### config.mk
export PLATFORM = sky130hd
export DESIGN_NAME = icache_lookup_flat
export DESIGN_NICKNAME = d
export VERILOG_FILES = /design/src/rtl/cache_pkg.sv /design/src/rtl/icache_lookup_if.sv /design/src/rtl/cache_line_store.sv /design/src/rtl/icache_lookup.sv /design/src/flat_wrapper.sv
export SDC_FILE = /design/constraint.sdc
export NUM_CORES = 2
export LEC_CHECK = 0
export BUFFER_PORTS_ARGS = -buffer_cell sky130_fd_sc_hd__buf_4
export CELL_PAD_IN_SITES_DETAIL_PLACEMENT = 1
export CELL_PAD_IN_SITES_GLOBAL_PLACEMENT = 1
export CORE_MARGIN = 3
export CORE_UTILIZATION = 43
export CTS_BUF_LIST = sky130_fd_sc_hd__clkbuf_8 sky130_fd_sc_hd__clkbuf_16
export CTS_CLUSTER_SIZE = 24
export DETAILED_ROUTE_END_ITERATION = 8
export PLACE_DENSITY = 0.7
export SLEW_MARGIN = 20
export SYNTH_ARGS = -nofsm -noshare
export SYNTH_HDL_FRONTEND = slang
export SYNTH_SLANG_ARGS = --single-unit
### constraint.sdc
create_clock -name clk -period 10.3 [get_ports clk]
set_clock_uncertainty 0.2 [all_clocks]
set_input_delay 1.03 -clock clk [delete_from_list [all_inputs] [get_ports clk]]
set_output_delay 1.03 -clock clk [all_outputs]
set_load 0.01 [all_outputs]
### src/rtl/cache_pkg.sv
// Shared types and geometry for the direct-mapped instruction cache.
// Byte address layout: [ tag | idx | off | 2'b00 ].
package cache_pkg;
  localparam int ADDR_W         = 32;
  localparam int DATA_W         = 32;
  localparam int LINES          = 16;
  localparam int WORDS_PER_LINE = 4;
  localparam int OFF_W          = $clog2(WORDS_PER_LINE);
  localparam int IDX_W          = $clog2(LINES);
  localparam int TAG_W          = ADDR_W - IDX_W - OFF_W - 2;

  typedef enum logic [1:0] {
    IDLE      = 2'd0,
    REFILL    = 2'd1,
    FILL_DONE = 2'd2
  } cache_state_t;

  typedef logic [TAG_W-1:0] tag_t;
  typedef logic [IDX_W-1:0] idx_t;
  typedef logic [OFF_W-1:0] off_t;

  function automatic idx_t addr_idx(input logic [ADDR_W-1:0] a);
    return a[OFF_W+2 +: IDX_W];
  endfunction

  function automatic tag_t addr_tag(input logic [ADDR_W-1:0] a);
    return a[ADDR_W-1 -: TAG_W];
  endfunction

  function automatic off_t addr_off(input logic [ADDR_W-1:0] a);
    return a[2 +: OFF_W];
  endfunction
endpackage

### src/rtl/icache_lookup_if.sv
// Bundle of the fetch-side lookup signals and the memory read port.
// Handshakes:
//   fetch side : req_valid is a level request; hit=1 in the same cycle completes it.
//   memory side: mem_req/mem_addr are held stable until a cycle with mem_valid=1,
//                which completes exactly one word transfer at that posedge.
// slave  : the cache itself.
// master : the environment (fetch unit + memory).
// dbg_state exposes the cache FSM state for observation.
interface icache_lookup_if;
  import cache_pkg::*;

  logic              req_valid;
  logic [ADDR_W-1:0] req_addr;
  logic              flush;
  logic              hit;
  logic [DATA_W-1:0] rdata;
  logic              busy;
  logic              mem_req;
  logic [ADDR_W-1:0] mem_addr;
  logic              mem_valid;
  logic [DATA_W-1:0] mem_rdata;
  cache_state_t      dbg_state;

  modport slave (
    input  req_valid, req_addr, flush, mem_valid, mem_rdata,
    output hit, rdata, busy, mem_req, mem_addr, dbg_state
  );

  modport master (
    output req_valid, req_addr, flush, mem_valid, mem_rdata,
    input  hit, rdata, busy, mem_req, mem_addr, dbg_state
  );
endinterface

### src/rtl/cache_line_store.sv
// Data array for the cache: LINES x WORDS_PER_LINE words.
// Ports: clk_i, one synchronous write port (we_i, widx_i, woff_i, wdata_i),
//        one combinational read port (ridx_i, roff_i -> rdata_o).
// Contents are not reset; the valid bits in the top qualify them.
module cache_line_store
  import cache_pkg::*;
(
  input  logic              clk_i,
  input  logic              we_i,
  input  idx_t              widx_i,
  input  off_t              woff_i,
  input  logic [DATA_W-1:0] wdata_i,
  input  idx_t              ridx_i,
  input  off_t              roff_i,
  output logic [DATA_W-1:0] rdata_o
);
  logic [DATA_W-1:0] mem_q [LINES][WORDS_PER_LINE];

  always_ff @(posedge clk_i) begin
    if (we_i) mem_q[widx_i][woff_i] <= wdata_i;
  end

  assign rdata_o = mem_q[ridx_i][roff_i];
endmodule

### src/rtl/icache_lookup.sv
// Direct-mapped read-only cache front end.
// Ports: clk, rst (synchronous, active high), bus (icache_lookup_if.slave):
//   fetch side req_valid/req_addr/flush -> hit/rdata/busy,
//   memory side mem_req/mem_addr -> mem_valid/mem_rdata.
// A hit is reported combinationally in IDLE. A miss refills the whole line one
// word per memory handshake, spends one FILL_DONE bubble, then returns to IDLE
// where the still-asserted request hits.
module icache_lookup
  import cache_pkg::*;
(
  input  logic            clk,
  input  logic            rst,
  icache_lookup_if.slave  bus
);
  cache_state_t      state_q, state_d;
  off_t              word_cnt_q, word_cnt_d;
  logic [ADDR_W-1:0] miss_addr_q, miss_addr_d;
  logic [LINES-1:0]  valid_q;
  tag_t              tag_q [LINES];

  logic              flush_all, fill_we, line_done;
  logic              hit, busy, mem_req;
  logic [ADDR_W-1:0] mem_addr;
  logic [DATA_W-1:0] store_rdata;

  idx_t req_idx, miss_idx;
  tag_t req_tag;
  off_t req_off;
  logic lookup_hit;

  assign req_idx    = addr_idx(bus.req_addr);
  assign req_tag    = addr_tag(bus.req_addr);
  assign req_off    = addr_off(bus.req_addr);
  assign miss_idx   = addr_idx(miss_addr_q);
  assign lookup_hit = valid_q[req_idx] && (tag_q[req_idx] == req_tag);

  always_comb begin
    state_d     = state_q;
    word_cnt_d  = word_cnt_q;
    miss_addr_d = miss_addr_q;
    flush_all   = 1'b0;
    fill_we     = 1'b0;
    line_done   = 1'b0;
    hit         = 1'b0;
    busy        = 1'b0;
    mem_req     = 1'b0;
    mem_addr    = '0;
    unique case (state_q)
      IDLE: begin
        hit = bus.req_valid && lookup_hit;
        // Flush takes priority over starting a refill; the lookup is still reported.
        if (bus.flush) begin
          flush_all = 1'b1;
        end else if (bus.req_valid && !lookup_hit) begin
          miss_addr_d = {req_tag, req_idx, {(OFF_W+2){1'b0}}};
          word_cnt_d  = '0;
          state_d     = REFILL;
        end
      end
      REFILL: begin
        busy     = 1'b1;
        mem_req  = 1'b1;
        mem_addr = miss_addr_q + ADDR_W'({word_cnt_q, 2'b00});
        if (bus.mem_valid) begin
          fill_we    = 1'b1;
          word_cnt_d = word_cnt_q + off_t'(1);
          if (word_cnt_q == off_t'(WORDS_PER_LINE - 1)) begin
            line_done = 1'b1;
            state_d   = FILL_DONE;
          end
        end
      end
      FILL_DONE: begin
        busy    = 1'b1;
        state_d = IDLE;
      end
      default: state_d = IDLE;
    endcase
  end

  always_ff @(posedge clk) begin
    if (rst) begin
      state_q     <= IDLE;
      word_cnt_q  <= '0;
      miss_addr_q <= '0;
      valid_q     <= '0;
    end else begin
      state_q     <= state_d;
      word_cnt_q  <= word_cnt_d;
      miss_addr_q <= miss_addr_d;
      if (flush_all)      valid_q           <= '0;
      else if (line_done) valid_q[miss_idx] <= 1'b1;
    end
  end

  // Tags are qualified by valid_q, so they need no reset.
  always_ff @(posedge clk) begin
    if (line_done && !rst) tag_q[miss_idx] <= addr_tag(miss_addr_q);
  end

  cache_line_store u_store (
    .clk_i   (clk),
    .we_i    (fill_we && !rst),
    .widx_i  (miss_idx),
    .woff_i  (word_cnt_q),
    .wdata_i (bus.mem_rdata),
    .ridx_i  (req_idx),
    .roff_i  (req_off),
    .rdata_o (store_rdata)
  );

  assign bus.hit       = hit;
  assign bus.rdata     = hit ? store_rdata : '0;
  assign bus.busy      = busy;
  assign bus.mem_req   = mem_req;
  assign bus.mem_addr  = mem_addr;
  assign bus.dbg_state = state_q;
endmodule

### src/flat_wrapper.sv
// flat-port wrapper written by rule: the top's interface ports become plain ports
module icache_lookup_flat import cache_pkg::*;
  (clk, rst, bus_req_valid, bus_req_addr, bus_flush, bus_mem_valid, bus_mem_rdata, bus_hit, bus_rdata, bus_busy, bus_mem_req, bus_mem_addr, bus_dbg_state);
  icache_lookup_if bus_i ();
  input  logic clk;
  input  logic rst;
  input wire logic [$bits(bus_i.req_valid)-1:0] bus_req_valid;
  input wire logic [$bits(bus_i.req_addr)-1:0] bus_req_addr;
  input wire logic [$bits(bus_i.flush)-1:0] bus_flush;
  input wire logic [$bits(bus_i.mem_valid)-1:0] bus_mem_valid;
  input wire logic [$bits(bus_i.mem_rdata)-1:0] bus_mem_rdata;
  output wire logic [$bits(bus_i.hit)-1:0] bus_hit;
  output wire logic [$bits(bus_i.rdata)-1:0] bus_rdata;
  output wire logic [$bits(bus_i.busy)-1:0] bus_busy;
  output wire logic [$bits(bus_i.mem_req)-1:0] bus_mem_req;
  output wire logic [$bits(bus_i.mem_addr)-1:0] bus_mem_addr;
  output wire logic [$bits(bus_i.dbg_state)-1:0] bus_dbg_state;
  assign bus_i.req_valid = bus_req_valid;
  assign bus_i.req_addr = bus_req_addr;
  assign bus_i.flush = bus_flush;
  assign bus_i.mem_valid = bus_mem_valid;
  assign bus_i.mem_rdata = bus_mem_rdata;
  assign bus_hit = bus_i.hit;
  assign bus_rdata = bus_i.rdata;
  assign bus_busy = bus_i.busy;
  assign bus_mem_req = bus_i.mem_req;
  assign bus_mem_addr = bus_i.mem_addr;
  assign bus_dbg_state = bus_i.dbg_state;
  icache_lookup u_core (.clk(clk), .rst(rst), .bus(bus_i));
endmodule
==> results.toml <==
[worst_setup_path]
cp_max_fo = 70
worstReg2RegStart = "u_core.tag_q[15][16]"
worstSetupEndpoint = "bus_rdata[21]"
worstPathArrival_ns = 5.67
cp.required_ns = 9.07
crit_start = "bus_req_addr[5]"
crit_type = "in -> out"
r2r_slack_ns = 6.06
r2r-end = "u_core.miss_addr_q[10]"
end_kind = "output pin"
cp-start-kind = "input pin"
worstRegToRegCells = 8

[placed_design]
post-dp-hpwl_um = 129900
dp_worst_setup_slack_ns = 3.468
io_buffers = 133
gp_congestion = 0.7649

[global_routing]
grt_max_degree = 132
overflow = 0
grt_pass1_wl_um = 354100
grt_use_total_pct = 21.64
antenna_found_initial = 29
grt_pass1_vias = 47324

[floorplanning]
design.die.area_um2 = 228700
row_count = 172
core-area_um2 = 220800
die-width_um = 478.3
initial_core_util_pct = 43.44
chipHeight_um = 478.3
ioPinCount = 138

[sta]
hold_violations = 0
rsz0062_at_grt = "false"
tns_ns = 0
period_needed_ns = 6.900
relSlewSlack_pct = 21.60
final-setup-viol-count = 0
layout_worst_path_cycle_share_pct = 66.99
drv_slew = 0
setup_ws_ns = 3.400
max_slew.worst_pin.slew_ns = 1.173
fmax_mhz = 144.9

[clock_tree]
cts-root-buf = "clkbuf_16"
clockBufferDepth = 3
post_cts_resized = 0
cts_buffers = 238
cts_tree = "yes"
clk_pin_slew_ns = 0.06
cts.sinks = 2480
cts-hold-fix-buffers = 0
cts_htree_levels = 4
worst_skew_pair.late_latency_ns = 0.87
cts_setup_buffers = 0

[power_and_ir_drop]
vdd.ir_drop.worst_mv = 0.1566
leakagePower_nw = 33.97
cellPowerDensity_nw_per_um2 = 191.3
total_power_mw = 20.83

[drt]
wire_per_inst_um = 33.19
vias = 45214
vias_per_cell = 6.062
drt-initial-drc-count = 5892
drc = 0
ant_nets = 0
route.final.wire_length_um = 247600
dr.pass1.iters = 6

[cells_and_area]
nets = 4356
layout-drive-gt1-share_pct = 33.12
fillers = 19334
final_common_cell = "edfxtp_1"
area_growth_pct = 13.58
layout_common_cells = "edfxtp_1, mux4_2, clkbuf_16"

[outcome]
status = "complete, no violations"

[synthesis]
synth_edf_count = 2432
postSynthCellCount = 4023
yosysSeqAreaShare_pct = 77.15
synth_ff_type = "edfxtp_1"
synth_seq_cells = 2480
synth_area_per_cell_um2 = 23.84
ys_types = 68
yosysWarnings = 0
synth_async_sr_flop_share_pct = 0
syn_area_um2 = 95910

[hold_path]
hold_path.class = "in -> reg"

[run]
drv_cap = 0
-- worst max-delay path, stage by stage --
cell	delay (ns)
buf_8	0.55
buf_4	0.65
mux4_2	0.59
mux4_2	0.50
xnor2_1	0.54
o2111ai_2	0.55
nor3_4	0.34
buf_4	0.38
and3_1	0.25
buf_4	0.13
-- stage by stage --
stage / std cells / area, um^2 / util (%) / hold slack, ns
floorplan: 4024 / 95910 / - / 0.2315
global placement: 6997 / 101100 / 45.78 / 0.2421
detailed placement: 6998 / 101100 / 45.79 / 0.2612
CTS: 7448 / 108900 / 49.32 / 0.1952
global route: 7455 / 108900 / 49.33 / 0.2215
finish: 7459 / 108900 / 49.33 / 0.2641
-- state kept, by name (all words and copies together), names as in the netlist --
signal                count
u_core.u_store.mem_q   2048
u_core.miss_addr_q       28
u_core.word_cnt_q         2
u_core.bus.dbg_state      2
u_core.valid_q           16
u_core.tag_q            384
-- logic make-up after synthesis --
| family | count (synthesis) | share of synthesized area (%) |
|---|---|---|
| multiplexers | 838 | 18.72 |
| flip-flops | 2480 | 77.15 |
| AND/OR/NAND/NOR | 287 | 1.509 |
| XOR/XNOR | 29 | 0.2648 |
| AO/OA/AOI/OAI | 138 | 1.048 |
| other | 1 | 0.003910 |
| buffers and inverters | 243 | 1.217 |
| adder cells (fa/ha/maj) | 7 | 0.09132 |
-- power by group --
part | leakage (nW) | switching (mW) | internal [mW] | total, mW
clock network | 4.03 | 3.72 | 4.88 | 8.60
registers | 22.3 | 0.0430 | 11.1 | 11.1
logic | 7.60 | 0.666 | 0.417 | 1.08
total | 34.0 | 4.43 | 16.4 | 20.8
-- cell type report --
type                    count  area (um^2)  area share [%]
clock inverters           198         1598           1.467
diodes                     11        27.53         0.02527
clock buffers             252         6205           5.696
multi-input cells        1301        21370           19.62
inverters                  13        48.80         0.04480
repair buffers            246         1988           1.825
flip-flops and latches   2480        73990           67.93
well taps                2958         3701           3.398
-- per-layer routing --
metal  up-vias  global-route usage, %  part of all wire [%]
met4        10                  7.091                   3.4
met1     24751                  29.94                    39
li1      17820                      -                     -
met5         -                      0                 0.025
met3       419                  4.167                   8.5
met2      2214                  34.85                    49
-- cells in the mapped netlist, types with 4 or more instances --
cell type / count / area, um^2
edfxtp_1: 2432 / 73030
mux4_2: 763 / 17180
nor2_1: 110 / 412.9
clkbuf_1: 90 / 337.8
buf_2: 81 / 405.4
mux2i_1: 62 / 620.6
dfxtp_1: 48 / 960.9
nand2_1: 41 / 153.9
nand3_1: 40 / 200.2
and3_1: 35 / 219.0
buf_1: 34 / 127.6
and2_1: 32 / 200.2
o21ai_1: 22 / 110.1
a21oi_2: 20 / 175.2
a21oi_1: 16 / 80.08
buf_6: 16 / 180.2
xnor2_1: 16 / 140.1
o21ai_0: 14 / 70.07
a31oi_1: 13 / 81.33
mux2_2: 13 / 146.4
xor2_1: 13 / 113.9
inv_1: 11 / 41.29
nor2b_1: 10 / 62.56
buf_4: 9 / 67.56
ha_1: 7 / 87.58
o22ai_1: 7 / 43.79
a41oi_1: 6 / 52.55
a22oi_1: 5 / 37.54
nand2b_1: 4 / 25.02
-- worst min path at each step --
stage | startpoint | endpoint | depth (start not counted)
after floorplan | u_core.valid_q[10] | u_core.valid_q[10] | 2
after detailed placement | u_core.valid_q[2] | u_core.valid_q[2] | 2
after global placement | u_core.valid_q[1] | u_core.valid_q[1] | 2
final | bus_req_addr[26] | u_core.miss_addr_q[26] | 3
after CTS | bus_req_addr[31] | u_core.miss_addr_q[31] | 3
after global routing | bus_req_addr[31] | u_core.miss_addr_q[31] | 3
(Power assumes the default switching activity.)
